==> src/rtl/ifetch_if.sv <==
// Bus bundle joining ifetch to instruction memory (im_*) and to the sisc core (ir/pc/branch/halt).
interface ifetch_if;
   // Memory side: im_req with im_addr is held until im_ack, and im_data is valid in the im_ack cycle.
   // Core side: ir/pc hold while ir_valid is high, and they transfer on the rising edge where
   // ir_valid && ir_ready. br_taken/br_rel/br_imm/halt only take effect on that edge.
   logic [15:0] im_addr;
   logic        im_req;
   logic        im_ack;
   logic [31:0] im_data;
   logic [31:0] ir;
   logic        ir_valid;
   logic        ir_ready;
   logic [15:0] pc;
   logic        br_taken;
   logic        br_rel;
   logic [15:0] br_imm;
   logic        halt;

   modport master (
      output im_addr, im_req, ir, ir_valid, pc,
      input  im_ack, im_data, ir_ready, br_taken, br_rel, br_imm, halt
   );

   modport slave (
      input  im_addr, im_req, ir, ir_valid, pc,
      output im_ack, im_data, ir_ready, br_taken, br_rel, br_imm, halt
   );
endinterface

==> src/rtl/ifetch.sv <==
// Instruction fetch unit: pulls one word per request from instruction memory into ir.
// Optional macro IFETCH_PREFETCH_EN adds a one-entry prefetch buffer behind ir.
module ifetch (
   input  logic       clk,
   input  logic       rst_f,
   ifetch_if.master   bus,
   output logic [1:0] dbg_state
);
   typedef enum logic [1:0] {S_REQ = 2'd0, S_FULL = 2'd1, S_HALT = 2'd2} state_t;

   state_t      state;
   logic [15:0] fetch_pc;
   logic [15:0] pc_r;
   logic [31:0] ir_r;
   logic        ir_valid_r;
   logic        req_arm;
   logic        consume;
   logic        ack;
   logic [15:0] target;
`ifdef IFETCH_PREFETCH_EN
   logic [31:0] pf_data;
   logic [15:0] pf_pc;
   logic        pf_valid;
`endif

   assign consume = ir_valid_r && bus.ir_ready;
   assign ack     = bus.im_req && bus.im_ack;
   assign target  = bus.br_rel ? (pc_r + 16'd1 + bus.br_imm) : bus.br_imm;

   // req_arm keeps the request low for the reset cycle itself; fetch starts the cycle after release.
`ifdef IFETCH_PREFETCH_EN
   assign bus.im_req = req_arm && ((state == S_REQ) || ((state == S_FULL) && !pf_valid));
`else
   assign bus.im_req = req_arm && (state == S_REQ);
`endif
   assign bus.im_addr  = fetch_pc;
   assign bus.ir       = ir_r;
   assign bus.ir_valid = ir_valid_r;
   assign bus.pc       = pc_r;
   assign dbg_state    = state;

   always_ff @(posedge clk) begin
      if (rst_f) begin
         state      <= S_REQ;
         fetch_pc   <= 16'h0000;
         pc_r       <= 16'h0000;
         ir_r       <= 32'h0000_0000;
         ir_valid_r <= 1'b0;
         req_arm    <= 1'b0;
`ifdef IFETCH_PREFETCH_EN
         pf_data    <= 32'h0000_0000;
         pf_pc      <= 16'h0000;
         pf_valid   <= 1'b0;
`endif
      end else begin
         req_arm <= 1'b1;
         case (state)
            S_REQ: begin
               if (ack) begin
                  ir_r       <= bus.im_data;
                  pc_r       <= fetch_pc;
                  fetch_pc   <= fetch_pc + 16'd1;
                  ir_valid_r <= 1'b1;
                  state      <= S_FULL;
               end
            end
            S_FULL: begin
`ifdef IFETCH_PREFETCH_EN
               if (consume) begin
                  if (bus.br_taken || bus.halt) begin
                     // Redirect or stop: the buffered word and any ack landing now are stale.
                     pf_valid   <= 1'b0;
                     ir_valid_r <= 1'b0;
                     if (bus.br_taken) fetch_pc <= target;
                     state <= bus.halt ? S_HALT : S_REQ;
                  end else if (pf_valid) begin
                     ir_r     <= pf_data;
                     pc_r     <= pf_pc;
                     pf_valid <= 1'b0;
                  end else if (ack) begin
                     ir_r     <= bus.im_data;
                     pc_r     <= fetch_pc;
                     fetch_pc <= fetch_pc + 16'd1;
                  end else begin
                     ir_valid_r <= 1'b0;
                     state      <= S_REQ;
                  end
               end else if (ack) begin
                  pf_data  <= bus.im_data;
                  pf_pc    <= fetch_pc;
                  pf_valid <= 1'b1;
                  fetch_pc <= fetch_pc + 16'd1;
               end
`else
               if (consume) begin
                  ir_valid_r <= 1'b0;
                  if (bus.br_taken) fetch_pc <= target;
                  state <= bus.halt ? S_HALT : S_REQ;
               end
`endif
            end
            S_HALT: begin
               ir_valid_r <= 1'b0;
            end
            default: begin
               state <= S_REQ;
            end
         endcase
      end
   end
endmodule

==> src/flat_wrapper.sv <==
// flat-port wrapper written by rule: the top's interface ports become plain ports
module ifetch_flat 
  (clk, rst_f, dbg_state, bus_im_addr, bus_im_req, bus_ir, bus_ir_valid, bus_pc, bus_im_ack, bus_im_data, bus_ir_ready, bus_br_taken, bus_br_rel, bus_br_imm, bus_halt);
  ifetch_if bus_i ();
  input  logic clk;
  input  logic rst_f;
  output logic [1:0] dbg_state;
  output wire logic [$bits(bus_i.im_addr)-1:0] bus_im_addr;
  output wire logic [$bits(bus_i.im_req)-1:0] bus_im_req;
  output wire logic [$bits(bus_i.ir)-1:0] bus_ir;
  output wire logic [$bits(bus_i.ir_valid)-1:0] bus_ir_valid;
  output wire logic [$bits(bus_i.pc)-1:0] bus_pc;
  input wire logic [$bits(bus_i.im_ack)-1:0] bus_im_ack;
  input wire logic [$bits(bus_i.im_data)-1:0] bus_im_data;
  input wire logic [$bits(bus_i.ir_ready)-1:0] bus_ir_ready;
  input wire logic [$bits(bus_i.br_taken)-1:0] bus_br_taken;
  input wire logic [$bits(bus_i.br_rel)-1:0] bus_br_rel;
  input wire logic [$bits(bus_i.br_imm)-1:0] bus_br_imm;
  input wire logic [$bits(bus_i.halt)-1:0] bus_halt;
  assign bus_im_addr = bus_i.im_addr;
  assign bus_im_req = bus_i.im_req;
  assign bus_ir = bus_i.ir;
  assign bus_ir_valid = bus_i.ir_valid;
  assign bus_pc = bus_i.pc;
  assign bus_i.im_ack = bus_im_ack;
  assign bus_i.im_data = bus_im_data;
  assign bus_i.ir_ready = bus_ir_ready;
  assign bus_i.br_taken = bus_br_taken;
  assign bus_i.br_rel = bus_br_rel;
  assign bus_i.br_imm = bus_br_imm;
  assign bus_i.halt = bus_halt;
  ifetch u_core (.clk(clk), .rst_f(rst_f), .bus(bus_i), .dbg_state(dbg_state));
endmodule
==> config.mk <==
export PLATFORM = sky130hd
export DESIGN_NAME = ifetch_flat
export DESIGN_NICKNAME = d
export VERILOG_FILES = /design/src/rtl/ifetch_if.sv /design/src/rtl/ifetch.sv /design/src/flat_wrapper.sv
export SDC_FILE = /design/constraint.sdc
export NUM_CORES = 1
export LEC_CHECK = 0
export ABC_AREA = 1
export CORE_AREA = 2 2 93 95
export CTS_CLUSTER_DIAMETER = 50
export DETAILED_ROUTE_END_ITERATION = 6
export DIE_AREA = 0 0 95 97
export GPL_TIMING_DRIVEN = 0
export PLACE_DENSITY = 0.84
export SETUP_SLACK_MARGIN = 0.05
export SLEW_MARGIN = 20
export SYNTH_ARGS = -nofsm -noshare
export SYNTH_HDL_FRONTEND = slang
export SYNTH_SLANG_ARGS = --single-unit
export TNS_END_PERCENT = 1
==> constraint.sdc <==
create_clock -name clk -period 3.5 [get_ports clk]
set_clock_uncertainty 0.2 [all_clocks]
set_input_delay 0.7 -clock clk [delete_from_list [all_inputs] [get_ports clk]]
set_output_delay 0.7 -clock clk [all_outputs]
set_load 0.05 [all_outputs]
==> flow_summary.ini <==
[status]
status = finished, final reports clean

[placement]
portBuffers = 122
place_ws_ns = 0.525
globalplace.congestion = 0.940
placed_cell_area_mm2 = 0.00539
place_hpwl_mm = 9.56

[yosys]
synth-seq-cells = 68
synth_ff_type = dfxtp_1
netlist_area_mm2 = 0.00404
synth_area_leader_cell = dfxtp_1
synthTopCellsByArea = dfxtp_1 34%, nand2_1 15%, a21oi_1 10%, nand3_1 9.7%, ha_1 6.2%
syn_inst = 625
ys_warn_count = 0
synth_top_area_share = 0.337
yosys-top-cells-count = 160 x nand2_1, 82 x a21oi_1, 78 x nand3_1
synth_edf_count = 0
synth_fp_nets = 701
yosysMostFrequentCell = nand2_1
ys_types = 35
ys_seq_area_frac = 0.337
syn_avg_cell_area_um2 = 6.46
ys_async_sr_fraction = 0

[critical_path]
cp_top_family = buffers and inverters
start_kind = flop
arrival_ns = 2.07
slowest_delay_ns = 0.51
slowest_stage = dlymetal6s2s_1
worst_setup_path_end_kind = primary output
crit_fanout = 10
worst_ep_required_time_ns = 2.60
path_cells = inv_1 > ha_1 > nand2_1 > inv_2 > clkbuf_1 > dlymetal6s2s_1
critPathBufInv = 4
rrSetupSlack_ns = 1.29
worstSetupPathType = flop to primary output

[detailed_routing]
first_iter_violations = 322
drt-pass1-iter-count = 5
dr_total_vias = 4664
wl_per_cell_um = 14.5
ant_nets = 0
drc_errors = 0
viasPerCell = 5.38
drt-total-wl_mm = 12.6

[cells_and_area]
area_growth_pct = 38.1
design_area_mm2 = 0.00558
drive_gt1_frac = 0.0354
diodes = 0
final_nets = 834

[sta]
slew_headroom = 0.600
worst_pin_slew_ns = 0.600
fin_crit_sh = 0.849
finalCriticalPeriod_ns = 2.97
setup_slack_ns = 0.529
rsz0062_at_grt = false
final-max-slew-violation-count = 0
fin_tns_setup_ns = 0
max_freq_mhz = 337
finalSetupViolations = 0
hold_viol = 0

[clocking]
clk_latency_ns = 0.35
cts_setup_buffers = 0
clk_pin_slew_worst_paths_ns = 0.07
ctsLongestPathBuffers = 2
cts_sinks = 68
h-tree-depth = 3
cts_tree = yes
cts_root_buffer = clkbuf_8
numCtsBuffers = 9

[global_route]
grt_pass1_vias = 4608
track_usage = 0.279
grt_max_degree = 11
grt_pass1_wl_mm = 21.0
grt_overflow = 0
antenna_found_initial = 0

[hold_path]
hold_class = flop to flop

[power_and_ir_drop]
power_leakage_nw = 2.35
vdd_drop_max_uv = 335
p_per_area_mw_per_mm2 = 578

[floorplanning]
pin_count = 123
num_rows = 33
die_w_um = 95
fp.dieH_um = 97
die-area_mm2 = 0.00922
initial_core_util = 0.497
coreArea_mm2 = 0.00813

[flow_run]
drv_cap = 0
sequential cells by signal, summed over array words and instances (netlist names):
signal,flops
u_core.bus.im_addr,16
u_core.req_arm,1
u_core.bus.ir_valid,1
u_core.bus.ir,32
u_core.dbg_state,2
u_core.bus.pc,16
power breakdown:
group | internal (mW) | switching (mW) | leakage [nW] | total (mW)
registers | 0.894 | 0.129 | 0.555 | 1.02
logic | 0.539 | 1.04 | 1.71 | 1.58
clock network | 0.345 | 0.279 | 0.0935 | 0.623
final cells by class:
class	instances	area [µm²]
clock buffer	13	149
buffer	31	136
timing repair buffer	122	1220
sequential	68	1360
multi-input combinational	460	2290
fill	694	2560
clock inverter	2	35.0
inverter	66	248
tap	105	131
worst min-delay path: stages (launching register included):
cell and delay (ns):
dfxtp_1 0.31, nand2_1 0.06, a21oi_1 0.05
metal layers:
metal / global-route usage / routed length [µm] / vias to the layer above
li1: - / - / 2311
met1: 0.337 / 5260 / 2145
met2: 0.482 / 6020 / 180
met3: 0.0623 / 978 / 28
met4: 0.0970 / 320 / 0
met5: 0 / 0 / -
kinds of logic (layout without fill, tap and decap cells):
family                   after synthesis  after routing  synth area share
AO/OA/AOI/OAI                        122            122             0.157
AND/OR/NAND/NOR                      308            308             0.324
adder cells (fa/ha/maj)               21             21            0.0669
buffers and inverters                 97            234            0.0951
XOR/XNOR                               8              8            0.0173
flip-flops                            68             68             0.337
multiplexers                           1              1           0.00248
placed cells by master, fill, tap and decap left out, types with 2 or more instances in the layout:
cell / count
a21oi_1: 82
a31oi_1: 2
and2_1: 3
buf_1: 8
buf_2: 4
buf_4: 2
clkbuf_1: 19
clkbuf_8: 10
clkdlybuf4s50_1: 121
dfxtp_1: 68
ha_1: 20
inv_1: 64
inv_2: 2
nand2_1: 160
nand3_1: 78
nand4_1: 4
nor2_1: 50
nor2_4: 2
nor3_1: 5
o211ai_1: 4
o21ai_0: 21
o21ai_1: 8
or2_2: 2
xnor2_1: 3
xor2_1: 5
repair_timing:
action	CTS	global route
setup endpoints to repair	0	1
resized for setup	0	1
hold buffers	0	0
hold endpoints to repair	0	0
through the flow:
stage           util  cells  power (mW)  hold slack, ns
2_1_floorplan      -    625        2.07           0.486
3_3_place_gp   0.663    852        2.56           0.248
3_5_place_dp   0.663    852        2.59           0.253
4_1_cts        0.685    867        3.22           0.264
5_1_grt        0.686    867        3.40           0.285
6_report       0.686    867        3.23           0.262
final timing paths:
kind	start	end	cells after the start
worst min-delay path	u_core.bus.ir[1]	u_core.bus.ir[1]	2
worst max-delay path	u_core.dbg_state[0]	bus_im_req	6
worst min register to register	u_core.bus.ir[1]	u_core.bus.ir[1]	2
worst max register to register	u_core.bus.pc[0]	u_core.bus.im_addr[12]	13
Power figures use the tool's default switching activity.
==> RTL change: new RTL, config.mk and constraints unchanged <==
Reset style: asynchronous (`rst_f`), changed in one clocked block.
--- a/src/rtl/ifetch.sv
+++ b/src/rtl/ifetch.sv
@@ -40,5 +40,5 @@
    assign dbg_state    = state;
 
-   always_ff @(posedge clk) begin
+   always_ff @(posedge clk or posedge rst_f) begin
       if (rst_f) begin
          state      <= S_REQ;
Function: differs if rst_f is asserted again (counterexample within 4 cycles, from zero or initial values and one cycle with rst_f high); with rst_f held inactive, the same outputs for 10 cycles.
==> RTL change against the unedited design <==
- maximum frequency barely moved
- area after synthesis rose by 5.9%
- cell area up 4.1%
- sequential share of layout area up 4.9 points
- worst hold slack improved by 43 ps
- core utilization is 2.8 points higher
- non-clock buffer count shrank 15
- worst setup slack got worse by 2.6 ps
- wire length fell by 9.8%
- critical path depth is 1 lower
- sequential cell count unchanged
- count of clock-buffer cells in the layout up 1
Power is not compared: it rests on default switching activity, and its combinational part moved more than twofold at a synthesized area within 25%.
==> RTL change: results <==
[place]
place_congestion = 0.9461
io_buffers = 121
dp.cells = 765
dpl.hpwl_mm = 8.809
dp_worst_setup_slack_ps = 572.8

[routing]
first_iter_violations = 195
vias_per_cell = 5.095
dr_wl_met3_um = 970
wl_met2_mm = 5.523
drt-met1-wl_mm = 4.703
route.vias.total = 3979

[setup_path]
cp_max_fo = 5
r2r_cells = 8

[grt]
grt_max_degree = 39
met1_usage_pct = 31.47
grtUsageMet3_pct = 7.632
grt_pass1_vias = 3942
met2_usage_pct = 44.08

[outcome]
status = "finished clean"

[synthesis]
synthesis.nets = 614
synthTopCellsByArea = "dfrtp_1, nand2_1, mux2_2, inv_1, ha_1"
synth_common_cells = "nand2_1, inv_1, dfrtp_1"
synthMuxAreaShare_pct = 8.421
yosysWarnings = 0
synthFlopType = "dfrtp_1"
synthesis.instances = 538
synth_top_area_share_pct = 39.77
synth.distinct_cells = 39
async_flop_share_pct = 100.0
yosysSeqAreaShare_pct = 39.77
synth_compound_area_share_pct = 9.795
synth-adder-area-share_pct = 6.316
synth_xor_xnor_area_share_pct = 3.246

[sta]
relSlewSlack_pct = 63.84

[final_layout]
finalNetCount = 747
drive_gt1_share_pct = 11.83
fill_cells = 633

[power]
netSwitchingFraction_pct = 53.65

[worst_hold_path]
whs_path_depth = 1
## RTL change: cell count changes after synthesis, sizes merged, moves of 11 or more
cell,delta
a21oi,-55
clkbuf,-11
dfrtp,+68
dfxtp,-68
inv,+15
mux2,+32
nand2,-18
nand3,-49
## RTL change: area by class of cell
class                           instances  area [um^2]  area share [%]
Timing Repair Buffer                  122         1231           21.20
Tap cell                              105        131.4           2.262
Buffer                                 16        108.9           1.875
Clock inverter                          2        10.01          0.1724
Inverter                               81        306.5           5.279
Sequential cell                        68         1702           29.30
Multi-Input combinational cell        373         2165           37.28
Clock buffer                           14        152.6           2.629
## RTL change: cell families (layout without fill, tap and decap cells)
group,after synthesis,in the layout
multiplexers,32,32
adder cells (fa/ha/maj),21,21
AND/OR/NAND/NOR,230,230
flip-flops,68,68
XOR/XNOR,15,15
AO/OA/AOI/OAI,74,74
other,1,1
buffers and inverters,97,235
## RTL change: final timing paths
path,start,end,slack (ps)
hold reg to reg,u_core.bus.ir[11],u_core.bus.ir[11],300
hold / removal,u_core.bus.ir[11],u_core.bus.ir[11],300
min in group asynchronous,rst_f,u_core.bus.ir[25],520
setup reg to reg,u_core.bus.pc[6],u_core.bus.im_addr[7],1270
setup / recovery,u_core.dbg_state[0],bus_im_req,530
max in group asynchronous,rst_f,u_core.bus.pc[11],2050
## RTL change: critical path, stage by stage (launching register included)
cell             delay [ps]
dfrtp_1                 440
inv_1                   110
ha_1                    210
nand2_1                  80
inv_2                    60
clkdlybuf4s50_1         820
## RTL change: per-stage QoR
stage	total power [mW]	TNS (ps)	instance area, um^2
CTS	6.501	0	5807
global placement	5.814	-15510	5622
detailed placement	5.915	0	5644
floorplan	4.556	0	4279
finish	6.497	0	5807
global route	6.929	0	5807
